--- src/rtl/sram_ctrl_if.sv ---
// Bundles the CPU request/response signals, the external SRAM strobes/address
// and the tristate buffer connections of one SRAM controller.
//
// Handshake: the master raises req together with we/addr/wdata; the request is
// accepted on the first rising Clk edge where the controller is idle (busy=0 and
// no DONE cycle in progress). There is no ready signal and no queueing.
// Completion is the single-cycle done pulse. rdata stays valid from the done pulse
// of a read until the next read completes.
interface sram_ctrl_if #(
    parameter int N      = 16,
    parameter int ADDR_W = 20
);
    logic              req;
    logic              we;
    logic [ADDR_W-1:0] addr;
    logic [N-1:0]      wdata;
    logic [N-1:0]      rdata;
    logic              done;
    logic              busy;
    logic [ADDR_W-1:0] ADDR;
    logic              CE_N;
    logic              UB_N;
    logic              LB_N;
    logic              OE_N;
    logic              WE_N;
    logic              tri_OE;
    logic [N-1:0]      tri_In;
    logic [N-1:0]      tri_Out;

    // Requester plus SRAM/tristate side, i.e. everything around the controller
    modport master (
        output req, we, addr, wdata, tri_Out,
        input  rdata, done, busy, ADDR, CE_N, UB_N, LB_N, OE_N, WE_N, tri_OE, tri_In
    );

    // The controller itself
    modport slave (
        input  req, we, addr, wdata, tri_Out,
        output rdata, done, busy, ADDR, CE_N, UB_N, LB_N, OE_N, WE_N, tri_OE, tri_In
    );
endinterface

--- src/rtl/sram_ctrl.sv ---
// Single-word read/write sequencer for an external asynchronous SRAM.
// Every strobe is registered and decoded from the next state, so the pins
// never glitch and a transition happens exactly on a Clk edge.
module sram_ctrl #(
    parameter int N            = 16,
    parameter int ADDR_W       = 20,
    parameter int RD_WAIT_CYC  = 2,
    parameter int WR_PULSE_CYC = 2
) (
    input  logic       Clk,
    input  logic       Reset,
    sram_ctrl_if.slave bus,
    output logic [2:0] dbg_state
);
    localparam int MAX_CYC = (RD_WAIT_CYC > WR_PULSE_CYC) ? RD_WAIT_CYC : WR_PULSE_CYC;
    localparam int CNT_W   = $clog2(MAX_CYC + 1);

    // Counters hold "cycles remaining after this one", so a stretch of C cycles loads C-1
    localparam logic [CNT_W-1:0] RD_LOAD = CNT_W'(RD_WAIT_CYC - 1);
    localparam logic [CNT_W-1:0] WR_LOAD = CNT_W'(WR_PULSE_CYC - 1);
    localparam logic [CNT_W-1:0] CNT_ONE = CNT_W'(1);
    localparam logic [CNT_W-1:0] CNT_ZERO = '0;

    typedef enum logic [2:0] {
        IDLE      = 3'd0,
        RD_ACCESS = 3'd1,
        RD_LATCH  = 3'd2,
        WR_SETUP  = 3'd3,
        WR_PULSE  = 3'd4,
        WR_HOLD   = 3'd5,
        DONE      = 3'd6
    } state_t;

    state_t            state, state_nxt;
    logic [CNT_W-1:0]  cnt, cnt_nxt;
    logic [ADDR_W-1:0] addr_q;
    logic [N-1:0]      wdata_q;
    logic [N-1:0]      rdata_q;
    logic              accept;

    // Decoded next values of the registered outputs
    logic ce_n_d, oe_n_d, we_n_d, tri_oe_d, done_d, busy_d;
    // Registered outputs
    logic ce_n_q, oe_n_q, we_n_q, tri_oe_q, done_q, busy_q;

    assign accept    = (state == IDLE) && bus.req;
    assign dbg_state = state;

    // State register and wait counter
    always_ff @(posedge Clk or posedge Reset) begin
        if (Reset) begin
            state <= IDLE;
            cnt   <= CNT_ZERO;
        end else begin
            state <= state_nxt;
            cnt   <= cnt_nxt;
        end
    end

    // Next state; the counter reloads on every state entry and only counts down to zero
    always_comb begin
        state_nxt = state;
        cnt_nxt   = cnt;
        case (state)
            IDLE: begin
                if (bus.req) begin
                    if (bus.we) begin
                        state_nxt = WR_SETUP;
                        cnt_nxt   = CNT_ZERO;
                    end else begin
                        state_nxt = RD_ACCESS;
                        cnt_nxt   = RD_LOAD;
                    end
                end
            end
            RD_ACCESS: begin
                if (cnt == CNT_ZERO) begin
                    state_nxt = RD_LATCH;
                    cnt_nxt   = CNT_ZERO;
                end else begin
                    cnt_nxt = cnt - CNT_ONE;
                end
            end
            RD_LATCH: begin
                state_nxt = DONE;
                cnt_nxt   = CNT_ZERO;
            end
            WR_SETUP: begin
                state_nxt = WR_PULSE;
                cnt_nxt   = WR_LOAD;
            end
            WR_PULSE: begin
                if (cnt == CNT_ZERO) begin
                    state_nxt = WR_HOLD;
                    cnt_nxt   = CNT_ZERO;
                end else begin
                    cnt_nxt = cnt - CNT_ONE;
                end
            end
            WR_HOLD: begin
                state_nxt = DONE;
                cnt_nxt   = CNT_ZERO;
            end
            DONE: begin
                state_nxt = IDLE;
                cnt_nxt   = CNT_ZERO;
            end
            default: begin
                state_nxt = IDLE;
                cnt_nxt   = CNT_ZERO;
            end
        endcase
    end

    // Output decode from the next state; OE_N is only ever low while tri_OE is low
    always_comb begin
        ce_n_d   = 1'b1;
        oe_n_d   = 1'b1;
        we_n_d   = 1'b1;
        tri_oe_d = 1'b0;
        done_d   = 1'b0;
        busy_d   = (state_nxt != IDLE);
        case (state_nxt)
            RD_ACCESS: begin
                ce_n_d = 1'b0;
                oe_n_d = 1'b0;
            end
            WR_SETUP, WR_HOLD: begin
                ce_n_d   = 1'b0;
                tri_oe_d = 1'b1;
            end
            WR_PULSE: begin
                ce_n_d   = 1'b0;
                we_n_d   = 1'b0;
                tri_oe_d = 1'b1;
            end
            DONE: begin
                done_d = 1'b1;
            end
            default: begin
                ce_n_d = 1'b1;
            end
        endcase
    end

    // Output register; reset forces strobes inactive immediately, even mid-pulse
    always_ff @(posedge Clk or posedge Reset) begin
        if (Reset) begin
            ce_n_q   <= 1'b1;
            oe_n_q   <= 1'b1;
            we_n_q   <= 1'b1;
            tri_oe_q <= 1'b0;
            done_q   <= 1'b0;
            busy_q   <= 1'b0;
        end else begin
            ce_n_q   <= ce_n_d;
            oe_n_q   <= oe_n_d;
            we_n_q   <= we_n_d;
            tri_oe_q <= tri_oe_d;
            done_q   <= done_d;
            busy_q   <= busy_d;
        end
    end

    // Request latch; address and write data stay on the pins until the next accept
    always_ff @(posedge Clk or posedge Reset) begin
        if (Reset) begin
            addr_q  <= '0;
            wdata_q <= '0;
        end else if (accept) begin
            addr_q  <= bus.addr;
            wdata_q <= bus.wdata;
        end
    end

    // Read capture; the buffer's registered bus sample is valid during RD_LATCH
    always_ff @(posedge Clk or posedge Reset) begin
        if (Reset) begin
            rdata_q <= '0;
        end else if (state == RD_LATCH) begin
            rdata_q <= bus.tri_Out;
        end
    end

    assign bus.CE_N   = ce_n_q;
    assign bus.UB_N   = ce_n_q;
    assign bus.LB_N   = ce_n_q;
    assign bus.OE_N   = oe_n_q;
    assign bus.WE_N   = we_n_q;
    assign bus.tri_OE = tri_oe_q;
    assign bus.done   = done_q;
    assign bus.busy   = busy_q;
    assign bus.ADDR   = addr_q;
    assign bus.tri_In = wdata_q;
    assign bus.rdata  = rdata_q;
endmodule

--- src/flat_wrapper.sv ---
// flat-port wrapper written by rule: the top's interface ports become plain ports
module sram_ctrl_flat 
#(
    parameter int N            = 16,
    parameter int ADDR_W       = 20,
    parameter int RD_WAIT_CYC  = 2,
    parameter int WR_PULSE_CYC = 2
)
  (Clk, Reset, dbg_state, bus_req, bus_we, bus_addr, bus_wdata, bus_tri_Out, bus_rdata, bus_done, bus_busy, bus_ADDR, bus_CE_N, bus_UB_N, bus_LB_N, bus_OE_N, bus_WE_N, bus_tri_OE, bus_tri_In);
  sram_ctrl_if #(.N(N), .ADDR_W(ADDR_W)) bus_i ();
  input  logic Clk;
  input  logic Reset;
  output logic [2:0] dbg_state;
  input wire logic [$bits(bus_i.req)-1:0] bus_req;
  input wire logic [$bits(bus_i.we)-1:0] bus_we;
  input wire logic [$bits(bus_i.addr)-1:0] bus_addr;
  input wire logic [$bits(bus_i.wdata)-1:0] bus_wdata;
  input wire logic [$bits(bus_i.tri_Out)-1:0] bus_tri_Out;
  output wire logic [$bits(bus_i.rdata)-1:0] bus_rdata;
  output wire logic [$bits(bus_i.done)-1:0] bus_done;
  output wire logic [$bits(bus_i.busy)-1:0] bus_busy;
  output wire logic [$bits(bus_i.ADDR)-1:0] bus_ADDR;
  output wire logic [$bits(bus_i.CE_N)-1:0] bus_CE_N;
  output wire logic [$bits(bus_i.UB_N)-1:0] bus_UB_N;
  output wire logic [$bits(bus_i.LB_N)-1:0] bus_LB_N;
  output wire logic [$bits(bus_i.OE_N)-1:0] bus_OE_N;
  output wire logic [$bits(bus_i.WE_N)-1:0] bus_WE_N;
  output wire logic [$bits(bus_i.tri_OE)-1:0] bus_tri_OE;
  output wire logic [$bits(bus_i.tri_In)-1:0] bus_tri_In;
  assign bus_i.req = bus_req;
  assign bus_i.we = bus_we;
  assign bus_i.addr = bus_addr;
  assign bus_i.wdata = bus_wdata;
  assign bus_i.tri_Out = bus_tri_Out;
  assign bus_rdata = bus_i.rdata;
  assign bus_done = bus_i.done;
  assign bus_busy = bus_i.busy;
  assign bus_ADDR = bus_i.ADDR;
  assign bus_CE_N = bus_i.CE_N;
  assign bus_UB_N = bus_i.UB_N;
  assign bus_LB_N = bus_i.LB_N;
  assign bus_OE_N = bus_i.OE_N;
  assign bus_WE_N = bus_i.WE_N;
  assign bus_tri_OE = bus_i.tri_OE;
  assign bus_tri_In = bus_i.tri_In;
  sram_ctrl #(.N(N), .ADDR_W(ADDR_W), .RD_WAIT_CYC(RD_WAIT_CYC), .WR_PULSE_CYC(WR_PULSE_CYC)) u_core (.Clk(Clk), .Reset(Reset), .bus(bus_i), .dbg_state(dbg_state));
endmodule
--- config.mk ---
export PLATFORM = sky130hd
export DESIGN_NAME = sram_ctrl_flat
export DESIGN_NICKNAME = d
export VERILOG_FILES = /design/src/rtl/sram_ctrl_if.sv /design/src/rtl/sram_ctrl.sv /design/src/flat_wrapper.sv
export SDC_FILE = /design/constraint.sdc
export NUM_CORES = 1
export LEC_CHECK = 0
export BUFFER_PORTS_ARGS = -buffer_cell sky130_fd_sc_hd__buf_2
export CAP_MARGIN = 20
export CORE_MARGIN = 5
export CORE_UTILIZATION = 45
export CTS_CLUSTER_SIZE = 8
export DETAILED_ROUTE_END_ITERATION = 7
export GPL_ROUTABILITY_DRIVEN = 1
export GPL_TIMING_DRIVEN = 0
export PLACE_DENSITY_LB_ADDON = 0.2
export SLEW_MARGIN = 20
export SYNTH_ARGS = -nofsm -noshare
export SYNTH_HDL_FRONTEND = slang
export SYNTH_SLANG_ARGS = --single-unit
--- constraint.sdc ---
create_clock -name Clk -period 2.8 [get_ports Clk]
set_clock_uncertainty 0.15 [all_clocks]
set_input_delay 0.28 -clock Clk [delete_from_list [all_inputs] [get_ports Clk]]
set_output_delay 0.28 -clock Clk [all_outputs]
set_load 0.01 [all_outputs]
# After elaboration in Yosys (flattened, before gate mapping)
# Cells that the tools add are included.
dict set report totals {
  input_bits 56
  word_cells 45
  reg_bits 63
}
dict set report op_classes {
  n_reduce_logical 8
  mux 14
  n_eq_ne 11
  add_sub_neg 1
}
# op n
set ops {}
lappend ops {{$eq A3 B3 Y1 const B} 5}
lappend ops {{$pmux W3 S5} 1}
lappend ops {{$eq A3 B2 Y1 const B} 3}
lappend ops {{$mux W3} 3}
lappend ops {{$eq A3 B1 Y1 const B} 2}
lappend ops {{$mux W1} 6}
lappend ops {{$mux W2} 3}
lappend ops {{$pmux W2 S3} 1}
lappend ops {{$reduce_or A2 Y1} 2}
lappend ops {{$reduce_or A4 Y1} 1}
lappend ops {{$logic_not A3 Y1} 1}
lappend ops {{$reduce_bool A3 Y1} 1}
lappend ops {{$reduce_or A3 Y1} 1}
lappend ops {{$logic_not A2 Y1} 1}
lappend ops {{$ne A2 B2 Y1 const B} 1}
lappend ops {{$sub A2 B1 Y2 const B} 1}
lappend ops {{$logic_and A1 B1 Y1} 1}

# Depth between registers and ports, before layout
# Gate-level depths: netlist of the first run.
dict set report logic_depth {
  ltp_word 6
  depth_mapped 5
  mapped_depth_nobuf 4
}

# Worst setup path before layout of the first run
# Ideal clock, no wire load.
dict set report synth_timing {
  path_kind {register to register}
  from {reg u_core.state[1], in the netlist u_core.dbg_state[1]}
  to {reg u_core.addr_q[0], in the netlist u_core.bus.ADDR[0]}
  path_slack_ns 0.901
  stages_incl_launch_ff 5
  synth_period_minus_slack_ns 1.899
  arrival_ns 1.623
  setup_ns 0.125
  path_cell_list {dfrtp_1 buf_2 nor4b_4 buf_6 mux2_4}
}
dict set report synth_via {
  elab_chain_cells 2
}
# element line
set synth_lines {}
lappend synth_lines {{from (decl)} sram_ctrl.sv:34} ;# state_t state, state_nxt;
lappend synth_lines {{from (signal assigned)} sram_ctrl.sv:55} ;# state <= state_nxt;
lappend synth_lines {{$logic_not A3 Y1} sram_ctrl.sv:46} ;# assign accept = (state == IDLE) && bus.req;
lappend synth_lines {{$logic_and A1 B1 Y1} sram_ctrl.sv:46}
lappend synth_lines {{to (signal assigned)} sram_ctrl.sv:171} ;# addr_q <= bus.addr;
lappend synth_lines {{to (decl)} sram_ctrl.sv:36} ;# logic [ADDR_W-1:0] addr_q;
# Every way passes these cells.
# A chain may end at the register's enable or synchronous reset.

# Worst setup path after layout of the first run
dict set report layout_timing {
  from {reg u_core.state[2], in the netlist u_core.dbg_state[2]}
  to {reg u_core.wdata_q[15], in the netlist u_core.bus.tri_In[15]}
}
dict set report layout_via {
  elab_chain_cells 2
}
# element line
set layout_lines {}
lappend layout_lines {{$logic_not A3 Y1} sram_ctrl.sv:46}
lappend layout_lines {{$logic_and A1 B1 Y1} sram_ctrl.sv:46}
lappend layout_lines {{to (signal assigned)} sram_ctrl.sv:172} ;# wdata_q <= bus.wdata;
lappend layout_lines {{to (decl)} sram_ctrl.sv:37} ;# logic [N-1:0] wdata_q;
# Every way passes these cells.

==> qor.txt, run 1 <==
Status = completed
Critical Path AT = 2.09 ns
Synth warnings = 0
Hold depth = 2
FF-to-FF path depth = 4
Total congestion overflow = 0
Hold_buf cts = 1
Skew-Pair Late Insertion Delay = 0.32 ns
Max-slew violation count = 0
Die Ht = 86.9 um
Tightest Pin Transition = 0.663 ns
Setup slack on the worst flop-to-flop path = 0.77 ns
FP Rows = 28
Clock Tree Root = clkbuf_8
Largest net degree at the start of global routing = 40
Post-synthesis cell area = 2660 sq um
Syn Nets = 232
Antenna Cells = 0
Worst r2r dst = u_core.bus.tri_In[15]
Crit Path Class = reg2reg
Hold Crit Class = in2reg
Mapped Cells = 176
Setup tns final = 0 ns
Placer Congestion = 0.818
H-Tree Depth = 3
Post-DR vias/cell = 4.83
RSZ-0062 raised after global routing = no
Syn_area_per_cell = 15.1 sq um
Setup violators final = 0
Post-CTS Setup Inserts = 0
DRC Markers = 0
Dpl ws = 0.753 ns
Clock transition at path regs = 0.07 ns
CTS Buffer Depth = 2
1st-iter DRT viols = 39
Commonest non-fill, non-tap cell in the layout = buf_2
Die width = 86.9 um
First-pass GRT wire length = 9400 um
Tcrit/Tclk final = 72.6%
Reg2reg start = u_core.dbg_state[2]
Sequential fraction of the synthesis area = 59.4%
Post-Route WL = 6010 um
Wire per inst = 15.6 um
Slew Limit Headroom = 55.6%
Share of layout cells above drive strength 1 = 64.0%
Post-CTS sizing = 0
Most frequent cells in the layout = buf_2, dfrtp_1, mux2_4
Max frequency = 492 MHz
NumNets Final = 362
Worst Setup End Kind = register
CP max FO = 10
Area grow syn2layout = 34.4%
Final setup margin = 0.767 ns
Antenna violations before repair = 0
PwrDens = 1220 nW/um^2
Final ANT Viol Nets = 0
Vias = 1864
Final hold violation count = 0
Port Buffers = 117
Endpoint, Worst Hold = u_core.bus.rdata[1]
Flops & latches, synth = 63
Num CTS Buffers = 9
Worst setup SP type = register
Crit path time final = 2.03 ns
Total clock sinks = 63
MaxCap Viol Count = 0
Req. time, crit path = 2.85 ns
I/O pin total = 119
Dpl hpwl = 4490 um
Total Routing Usage GR = 16.2%
First-pass iteration count of the detailed router = 4
Post-layout util = 61.2%
Core area = 5850 sq um
Worst Hold Launch = bus_tri_Out[1]
Die area = 7560 sq um
Leakage = 1.78 nW
Peak supply drop = 0.585 mV
Count of cell types in the netlist = 29
Initial Util = 45.5%
CTS tree = done
Vias in the first global route = 1909
==> logic make-up after synthesis <==
group / synth area share (%)
simple gates: 6.02
xor+xnor: 0.329
flops: 59.4
buf+inv: 3.95
mux: 26.2
compound gates: 4.14
==> cells in the mapped netlist <==
library cell	count	area share [%]
buf_4	3	0.85
a31oi_1	1	0.24
nor3b_1	1	0.28
nor3_4	1	0.61
nor2b_1	3	0.70
a21oi_1	6	1.1
xor2_1	1	0.33
nand2b_1	2	0.47
a311o_1	1	0.38
a2111oi_0	1	0.33
nand2_1	4	0.56
buf_6	4	1.7
dfrtp_1	60	56
nand3_1	3	0.56
mux2_2	22	9.3
and3_1	1	0.24
nor4_1	1	0.24
nor4b_4	1	0.89
nor2_1	5	0.70
o21ai_0	5	0.94
buf_1	1	0.14
mux2_4	30	17
nor3_1	4	0.75
inv_1	3	0.42
clkbuf_1	2	0.28
o31ai_1	2	0.56
dfstp_2	3	3.0
o211ai_1	2	0.56
buf_2	3	0.56
==> final cells by class <==
cell class	instances	area [sq um]
fill	492	2270
sequential	63	1580
multi-input combinational	97	977
timing repair buffer	119	616
clock buffer	12	135
buffer	13	93.8
tap	75	93.8
clock inverter	4	70.1
inverter	3	13.8
==> per-stage QoR <==
| step | std cells | instance area, sq um | power [mW] | hold WS, ns |
|---|---|---|---|---|
| after floorplan | 176 | 2660 | 2.85 | 0.278 |
| after global placement | 368 | 3340 | 3.50 | 0.335 |
| after detailed placement | 369 | 3360 | 3.56 | 0.125 |
| after CTS | 386 | 3580 | 4.40 | 0.0119 |
| after global routing | 386 | 3580 | 4.62 | 0.0149 |
| final | 386 | 3580 | 4.35 | 0.0296 |
==> worst max-delay path: stages (launching register included) <==
cell,delay [ns]
dfrtp_1,0.39
buf_6,0.15
nor4b_4,0.63
buf_6,0.27
mux2_4,0.32
==> power by group <==
part	switching, mW	leakage (nW)	internal [mW]	total [mW]
Sequential	0.235	0.748	1.37	1.61
Combinational	0.890	0.932	1.03	1.92
Clock	0.324	0.104	0.500	0.824
==> state kept, by name, indices dropped and copies added, names as in the netlist <==
register,count
u_core.bus.rdata,16
u_core.dbg_state,3
u_core.bus.CE_N,1
u_core.bus.WE_N,1
u_core.cnt,2
u_core.bus.tri_In,16
u_core.bus.busy,1
u_core.bus.done,1
u_core.bus.tri_OE,1
u_core.bus.OE_N,1
u_core.bus.ADDR,20
==> routing by layer <==
layer  vias up  part of all wire (%)  wire (um)  GRT usage (%)
met5         -                     0          0              0
met4         0                   1.0         63           7.65
met3         6                   8.1        488           3.78
met2        88                    50       3010           25.7
met1       893                    41       2450           20.9
li1        877                     -          -              -
==> worst max path at each step <==
stage / slack, ns / cells after the start / startpoint / endpoint
3_3_place_gp: 0.04 / 2 / Reset / u_core.bus.tri_OE
6_report: 0.77 / 4 / u_core.dbg_state[2] / u_core.bus.tri_In[15]
2_1_floorplan: 0.81 / 1 / Reset / u_core.bus.ADDR[0]
4_1_cts: 0.74 / 4 / u_core.dbg_state[2] / u_core.bus.tri_In[15]
3_5_place_dp: 0.75 / 4 / u_core.dbg_state[2] / u_core.bus.ADDR[12]
5_1_grt: 0.68 / 4 / u_core.dbg_state[1] / u_core.bus.tri_In[15]
Note: power is estimated with default switching activity, not from simulation.
==> run 2, diff against run 1 <==
ABC_AREA = 1   (was not set)
CORE_UTILIZATION = 41   (was 45)
clock period = 1.71 ns   (was 2.8 ns; I/O delays follow)
==> run 2 against run 1 <==
Die area is 3.2% higher. Via count rose by 22%. Worst hold slack got worse by 0.016 ns. Clock power up 75%. Sequential power grew 61%. Largest cell class unchanged. Critical path depth up 3. Clock-buffer cell count is 1 higher. Combinational power rose by 52%.
==> qor.txt, run 2 <==
Post-synth top area share = 59.7% (+3.3 points)
Total clock sinks = 63 (unchanged)
Largest net degree at the start of global routing = 24 (-40%)
Num CTS Buffers = 9 (unchanged)
First-pass iteration count of the detailed router = 4 (unchanged)
Max FFs per register = 20 (unchanged)
Peak supply drop = 1.07 mV (+83%)
Footprint of the multi-input gates = 800 sq um (-18%)
Core area = 5960 sq um (+1.8%)
Crit Path Class = reg2reg
Post-synth EDFFs = 0 (unchanged)
Slew Limit Headroom = 68.9% (+13 points)
Clock Tree Root = clkbuf_8
Mux cell area share after synthesis = 7.16% (-19 points)
Die width = 88.3 um (+1.6%)
FP Rows = 28 (unchanged)
Synth Area in XOR/XNOR = 0.348% (+0.019 points)
Antenna violations before repair = 0 (unchanged)
I/O pin total = 119 (unchanged)
Post-layout util = 67.2% (+6.1 points)
FF-to-FF path depth = 7 (+3)
Critical Path AT = 1.64 ns (-0.45 ns)
Placer Congestion = 0.759 (-7.3%)
Synth top area cells = dfrtp_1, nand2_1, mux2_2, dfstp_2, inv_1
Leakage = 2.18 nW (+22%)
Tightest Pin Transition = 0.465 ns (-0.198 ns)
Post-Synth Adder-Cell Area = 0% (unchanged)
DRC Markers = 0 (unchanged)
Total Routing Usage GR = 17.9% (+1.7 points)
Top_reg_cell synth = dfrtp_1
Wire per inst = 13.0 um (-16%)
Post-Route WL = 6690 um (+11%)
Count of cell types in the netlist = 19 (-34%)
Post-CTS Setup Inserts = 0 (unchanged)
H-Tree Depth = 3 (unchanged)
CTS Buffer Depth = 2 (unchanged)
# fillers = 476 (-3.3%)
Die area = 7800 sq um (+3.2%)
Post-synthesis cell area = 2510 sq um (-5.5%)
Setup slack on the worst flop-to-flop path = 0.13 ns (-0.64 ns)
Area grow syn2layout = 59.3%
Compound-cell area share of the yosys netlist = 0.796% (-3.3 points)
Syn Nets = 306 (+32%)
First-pass GRT wire length = 10600 um (+13%)
Worst r2r dst = u_core.bus.tri_In[12]
CP max FO = 10 (unchanged)
Final ANT Viol Nets = 0 (unchanged)
Synth warnings = 0 (unchanged)
Antenna Cells = 0 (unchanged)
Vias in the first global route = 2294 (+20%)
1st-iter DRT viols = 70 (+79%)
Area leader, netlist = dfrtp_1
Synth Area in Simple Gates = 23.5% (+17 points)
Largest family of logic cells by synthesized area = simple AND/OR/NAND/NOR gates
Post-DR vias/cell = 4.41 (-8.7%)
Reg2reg start = u_core.dbg_state[1]
Max-slew violation count = 0 (unchanged)
Most frequent cells in the layout = nand2_1, buf_2, dfrtp_1
Final hold violation count = 0 (unchanged)
Flops & latches, synth = 63 (unchanged)
Most frequent cells after synthesis = nand2_1, dfrtp_1, mux2_2
Vias = 2267 (+22%)
Setup tns final = 0 ns (unchanged)
Total congestion overflow = 0 (unchanged)
CTS tree = done
Status = completed
Req. time, crit path = 1.77 ns (-1.08 ns)
PwrDens = 1740 nW/um^2 (+43%)
Hold depth = 4 (+2)
Clock transition at path regs = 0.06 ns (about the same)
Crit-path max cell delay = 0.38 ns (-0.25 ns)
Cells along the critical path = buf_6 -> nor2_4 -> nand3_2 -> buf_6 -> buf_2 -> nand2_1 -> nand2_1
Share of layout cells above drive strength 1 = 39.4% (-25 points)
Post-synth ARST share = 100% (unchanged)
Storage cell area = 1580 sq um (unchanged)
MaxCap Viol Count = 0 (unchanged)
Port Buffers = 118 (+0.85%)
NumNets Final = 490 (+35%)
Initial Util = 42.2% (-3.3 points)
Max frequency = 632 MHz (+29%)
Setup violators final = 0 (unchanged)
Worst setup SP type = register
Worst Setup End Kind = register
CP endpoint = u_core.bus.tri_In[12]
Top-count cell post-synth = nand2_1
Crit path time final = 1.58 ns (-0.452 ns)
Tcrit/Tclk final = 92.5% (+20 points)
Die Ht = 88.3 um (+1.6%)
Syn_area_per_cell = 10.1 sq um (-34%)
Skew-Pair Late Insertion Delay = 0.32 ns (about the same)
Worst Hold Launch = bus_req
RSZ-0062 raised after global routing = no
Critical path startpoint = u_core.dbg_state[1]
Hold Crit Class = in2reg
Dpl hpwl = 4540 um (+1.1%)
Mapped Cells = 250 (+42%)
Sequential fraction of the synthesis area = 62.8% (+3.5 points)
Slowest-stage cell, CP = dfrtp_1
## run 2: cell count changes after synthesis, moves of 5 or more
cell	delta
nand2_1	+117
mux2_4	-30
inv_1	+8
mux2_2	-6
a21oi_1	-5
nand3_1	+5
## run 2: cell type report
| type | count | area share [%] |
|---|---|---|
| flip-flops and latches | 63 | 39.5 |
| repair buffers | 173 | 29.2 |
| multi-input cells | 163 | 20.0 |
| clock buffers | 13 | 3.97 |
| well taps | 75 | 2.34 |
| plain buffers | 11 | 2.16 |
| clock inverters | 3 | 1.62 |
| inverters | 13 | 1.31 |
## run 2: power breakdown
group	switching [mW]	total, mW	internal, mW
combinational	1.60	2.92	1.31
sequential	0.371	2.59	2.22
clock	0.542	1.44	0.900
total	2.52	6.95	4.44
## run 2: repair_timing
item	CTS	global route
resized for setup	0	0
hold buffers	53	0
endpoints found under the hold margin	72	0
## run 2: stage by stage
step	power, mW	instances	setup slack (ns)	hold slack [ns]	instance area, sq um
6_report	6.95	514	0.128	0.0135	4010
5_1_grt	7.49	514	0.0171	0.0258	4010
4_1_cts	7.02	514	0.128	0.00157	4010
3_5_place_dp	5.46	445	0.139	0.0665	3250
3_3_place_gp	5.34	443	0.169	0.215	3200
2_1_floorplan	4.32	250	0.237	0.131	2520
## run 2: worst max-delay path: cells and delay by family (launching register included)
family	cells	cell delay [ns]
buffers and inverters	3	0.49
AND/OR/NAND/NOR	4	0.44
flip-flops	1	0.38
## run 2: how the worst min path moves through the flow
| stage | to | slack (ns) |
|---|---|---|
| 2_1_floorplan | u_core.bus.ADDR[0] | 0.13 |
| 3_3_place_gp | u_core.bus.ADDR[8] | 0.21 |
| 3_5_place_dp | u_core.bus.rdata[0] | 0.07 |
| 4_1_cts | u_core.cnt[0] | 0.002 |
| 5_1_grt | u_core.cnt[0] | 0.03 |
| 6_report | u_core.cnt[0] | 0.01 |
## run 2: logic make-up after synthesis
group | Yosys count
buf+inv | 24
flops | 63
simple gates | 142
mux | 16
xor+xnor | 1
compound gates | 4
## run 2: routing by layer
layer  wire, um  vias up  global-route usage (%)
li1           -     1143                       -
met1       2660     1042                    21.5
met2       3480       71                    31.5
met3        433       11                    3.35
met4        119        0                    7.42
met5          0        -                       0
==> run 3, diff against run 2 <==
ABC_AREA = 0   (was 1)
CORE_ASPECT_RATIO = 1.1   (was not set)
CORE_UTILIZATION = 42   (was 41)
==> run 3 against run 2 <==
Sequential power grew 3%. Fmax shrank 7.2%. Via count shrank 7.7%. Non-clock buffer count grew 8. Cell count shrank 12%. Critical path depth shrank 2. Clock power shrank 15%. Worst hold slack gained 0.091 ns. Sequential share of layout area shrank 2.2 points. Setup slack lost 0.12 ns. Clock-buffer cell count grew 1. Wire length grew 3.2%. Critical path type unchanged.
==> qor.txt, run 3 (synthesis results as in run 1) <==
Placer Congestion = 0.866 (+14%)
Internal = 4.87 mW (+9.9%)
Core area = 6160 sq um (+3.4%)
DRC Markers = 0 (unchanged)
Metal2 WL = 3790 um (+8.9%)
Tightest Pin Transition = 0.449 ns (-0.0162 ns)
Leakage = 2.07 nW (-5.0%)
Footprint of the multi-input gates = 1000 sq um (+25%)
Final ANT Viol Nets = 0 (unchanged)
I/O pin total = 119 (unchanged)
Tcrit/Tclk final = 99.7% (+7.2 points)
Req. time, crit path = 1.77 ns (about the same)
FP Rows = 30 (+7.1%)
Vias = 2092 (-7.7%)
Total clock sinks = 63 (unchanged)
Port Buffers = 117 (-0.85%)
Largest net degree at the start of global routing = 30 (+25%)
Storage cell area = 1580 sq um (+0.16%)
Antenna violations before repair = 0 (unchanged)
Clock Tree Root = clkbuf_8
Seq pwr share = 36.3% (-1.0 points)
Skew-Pair Late Insertion Delay = 0.32 ns (about the same)
Sw Pwr = 2.45 mW (-2.6%)
Worst hold slack = 0.105 ns (+0.0910 ns)
Final hold violation count = 0 (unchanged)
Max frequency = 586 MHz (-7.2%)
Die area = 8030 sq um (+3.0%)
FF-to-FF path depth = 5 (-2)
Most frequent cells in the layout = buf_2, dfrtp_1, dlygate4sd3_1
Dpl hpwl = 4490 um (-1.0%)
First-pass GRT wire length = 10900 um (+3.1%)
Critical Path AT = 1.76 ns (+0.12 ns)
Worst r2r dst = u_core.bus.ADDR[14]
1st-iter DRT viols = 39 (-44%)
Critical path startpoint = u_core.dbg_state[1]
Area grow syn2layout = 59.7%
Commonest non-fill, non-tap cell in the layout = buf_2
Total congestion overflow = 0 (unchanged)
MaxCap Viol Count = 0 (unchanged)
CP endpoint = u_core.bus.ADDR[14]
Peak supply drop = 0.865 mV (-19%)
Post-Route WL = 6900 um (+3.2%)
Total Routing Usage GR = 17.8% (-0.067 points)
Antenna Cells = 0 (unchanged)
Routed wl met3 = 405 um (-6.5%)
Hold depth = 2 (-2)
RSZ-0062 raised after global routing = yes
Status = completed
Reg2reg start = u_core.dbg_state[1]
Setup slack on the worst flop-to-flop path = 0.005 ns (-0.12 ns)
Initial Util = 43.3% (+1.0 points)
Crit Path Class = reg2reg
Worst Setup End Kind = register
Slew Limit Headroom = 70.0% (+1.1 points)
NumNets Final = 422 (-14%)
CTS Buffer Depth = 2 (unchanged)
Top routing layer in use = met4
WL met1 = 2590 um (-2.6%)
Switch share = 33.5% (-2.7 points)
Setup violators final = 0 (unchanged)
Max FFs per register = 20 (unchanged)
CTS tree = done
H-Tree Depth = 3 (unchanged)
Wire per inst = 15.3 um (+18%)
Crit path time final = 1.71 ns (+0.123 ns)
Max-slew violation count = 0 (unchanged)
Num CTS Buffers = 9 (unchanged)
Combinational group share of total power = 47.0% (+5.0 points)
Die width = 85.9 um (-2.7%)
Worst setup SP type = register
Die Ht = 93.5 um (+5.9%)
PwrDens = 1720 nW/um^2 (-0.76%)
Dpl ws = -0.375 ns (-0.514 ns)
Share of layout cells above drive strength 1 = 56.6% (+17 points)
First-pass iteration count of the detailed router = 6 (+2)
# fillers = 463 (-2.7%)
Hold Crit Class = in2reg
Post-DR vias/cell = 4.64 (+5.2%)
Clock Power Share = 16.7% (-4.0 points)
Post-layout util = 69.1% (+1.8 points)
CP max FO = 10 (unchanged)
Clock transition at path regs = 0.07 ns (about the same)
Vias in the first global route = 2272 (-0.96%)
Final setup margin = 0.00492 ns (-0.123 ns)
run 3: cell count changes in the layout (fill, tap and decap cells not counted), sizes merged, moves of 3 or more:
cell,delta
a21oi,+5
buf,+5
clkbuf,+3
inv,-10
mux2,+36
nand2,-118
nand3,-7
nor2,-4
nor2b,+3
nor3,+5
run 3: final cells by class:
cell class / instances / area share, %
Buffer: 12 / 2.85
Clock buffer: 14 / 4.30
Clock inverter: 2 / 0.294
Inverter: 3 / 0.353
Multi-Input combinational cell: 97 / 23.5
Sequential cell: 63 / 37.2
Tap cell: 80 / 2.35
Timing Repair Buffer: 180 / 29.1
run 3: repair_timing:
item	in CTS	in global routing
setup endpoints to repair	53	52
resized for setup	9	11
pin swaps	2	0
buffers inserted	6	1
hold buffers	54	0
endpoints found under the hold margin	73	0
run 3: metrics by stage:
step	std cells	power, mW	instance area, sq um	TNS [ns]
6_report	451	7.33	4250	0
5_1_grt	451	7.78	4250	-1.43
4_1_cts	451	7.33	4230	-0.00223
3_5_place_dp	375	5.84	3410	-13.82
3_3_place_gp	373	5.76	3360	-12.67
2_1_floorplan	176	4.70	2680	-5.80
run 3: routing by layer:
| metal | global-route usage (%) | up-vias |
|---|---|---|
| li1 | - | 1000 |
| met1 | 19.5 | 1020 |
| met2 | 31.8 | 61 |
| met3 | 4.58 | 11 |
| met4 | 8.31 | 0 |
| met5 | 0 | - |
run 3: critical path, stage by stage (launching register included):
cell and delay (ns):
dfrtp_1 0.40, buf_6 0.14, nor4b_4 0.25, buf_6 0.19, buf_12 0.16, mux2_4 0.31
run 3: worst min-delay path by stage:
stage,to,slack (ns),start
floorplan,u_core.bus.ADDR[0],0.14,Reset
global placement,u_core.bus.rdata[12],0.25,bus_tri_Out[12]
detailed placement,u_core.bus.rdata[5],0.06,Reset
CTS,u_core.cnt[0],0.08,bus_req
global route,u_core.cnt[0],0.10,bus_req
finish,u_core.cnt[0],0.10,bus_req
run 3: power groups by stage:
stage / Clock, mW / Combinational (mW) / Sequential (mW)
4_1_cts: 1.27 / 3.43 / 2.62
2_1_floorplan: 0 / 1.70 / 2.99
6_report: 1.22 / 3.44 / 2.66
3_3_place_gp: 0 / 3.15 / 2.61
3_5_place_dp: 0 / 3.20 / 2.64
5_1_grt: 1.33 / 3.69 / 2.76
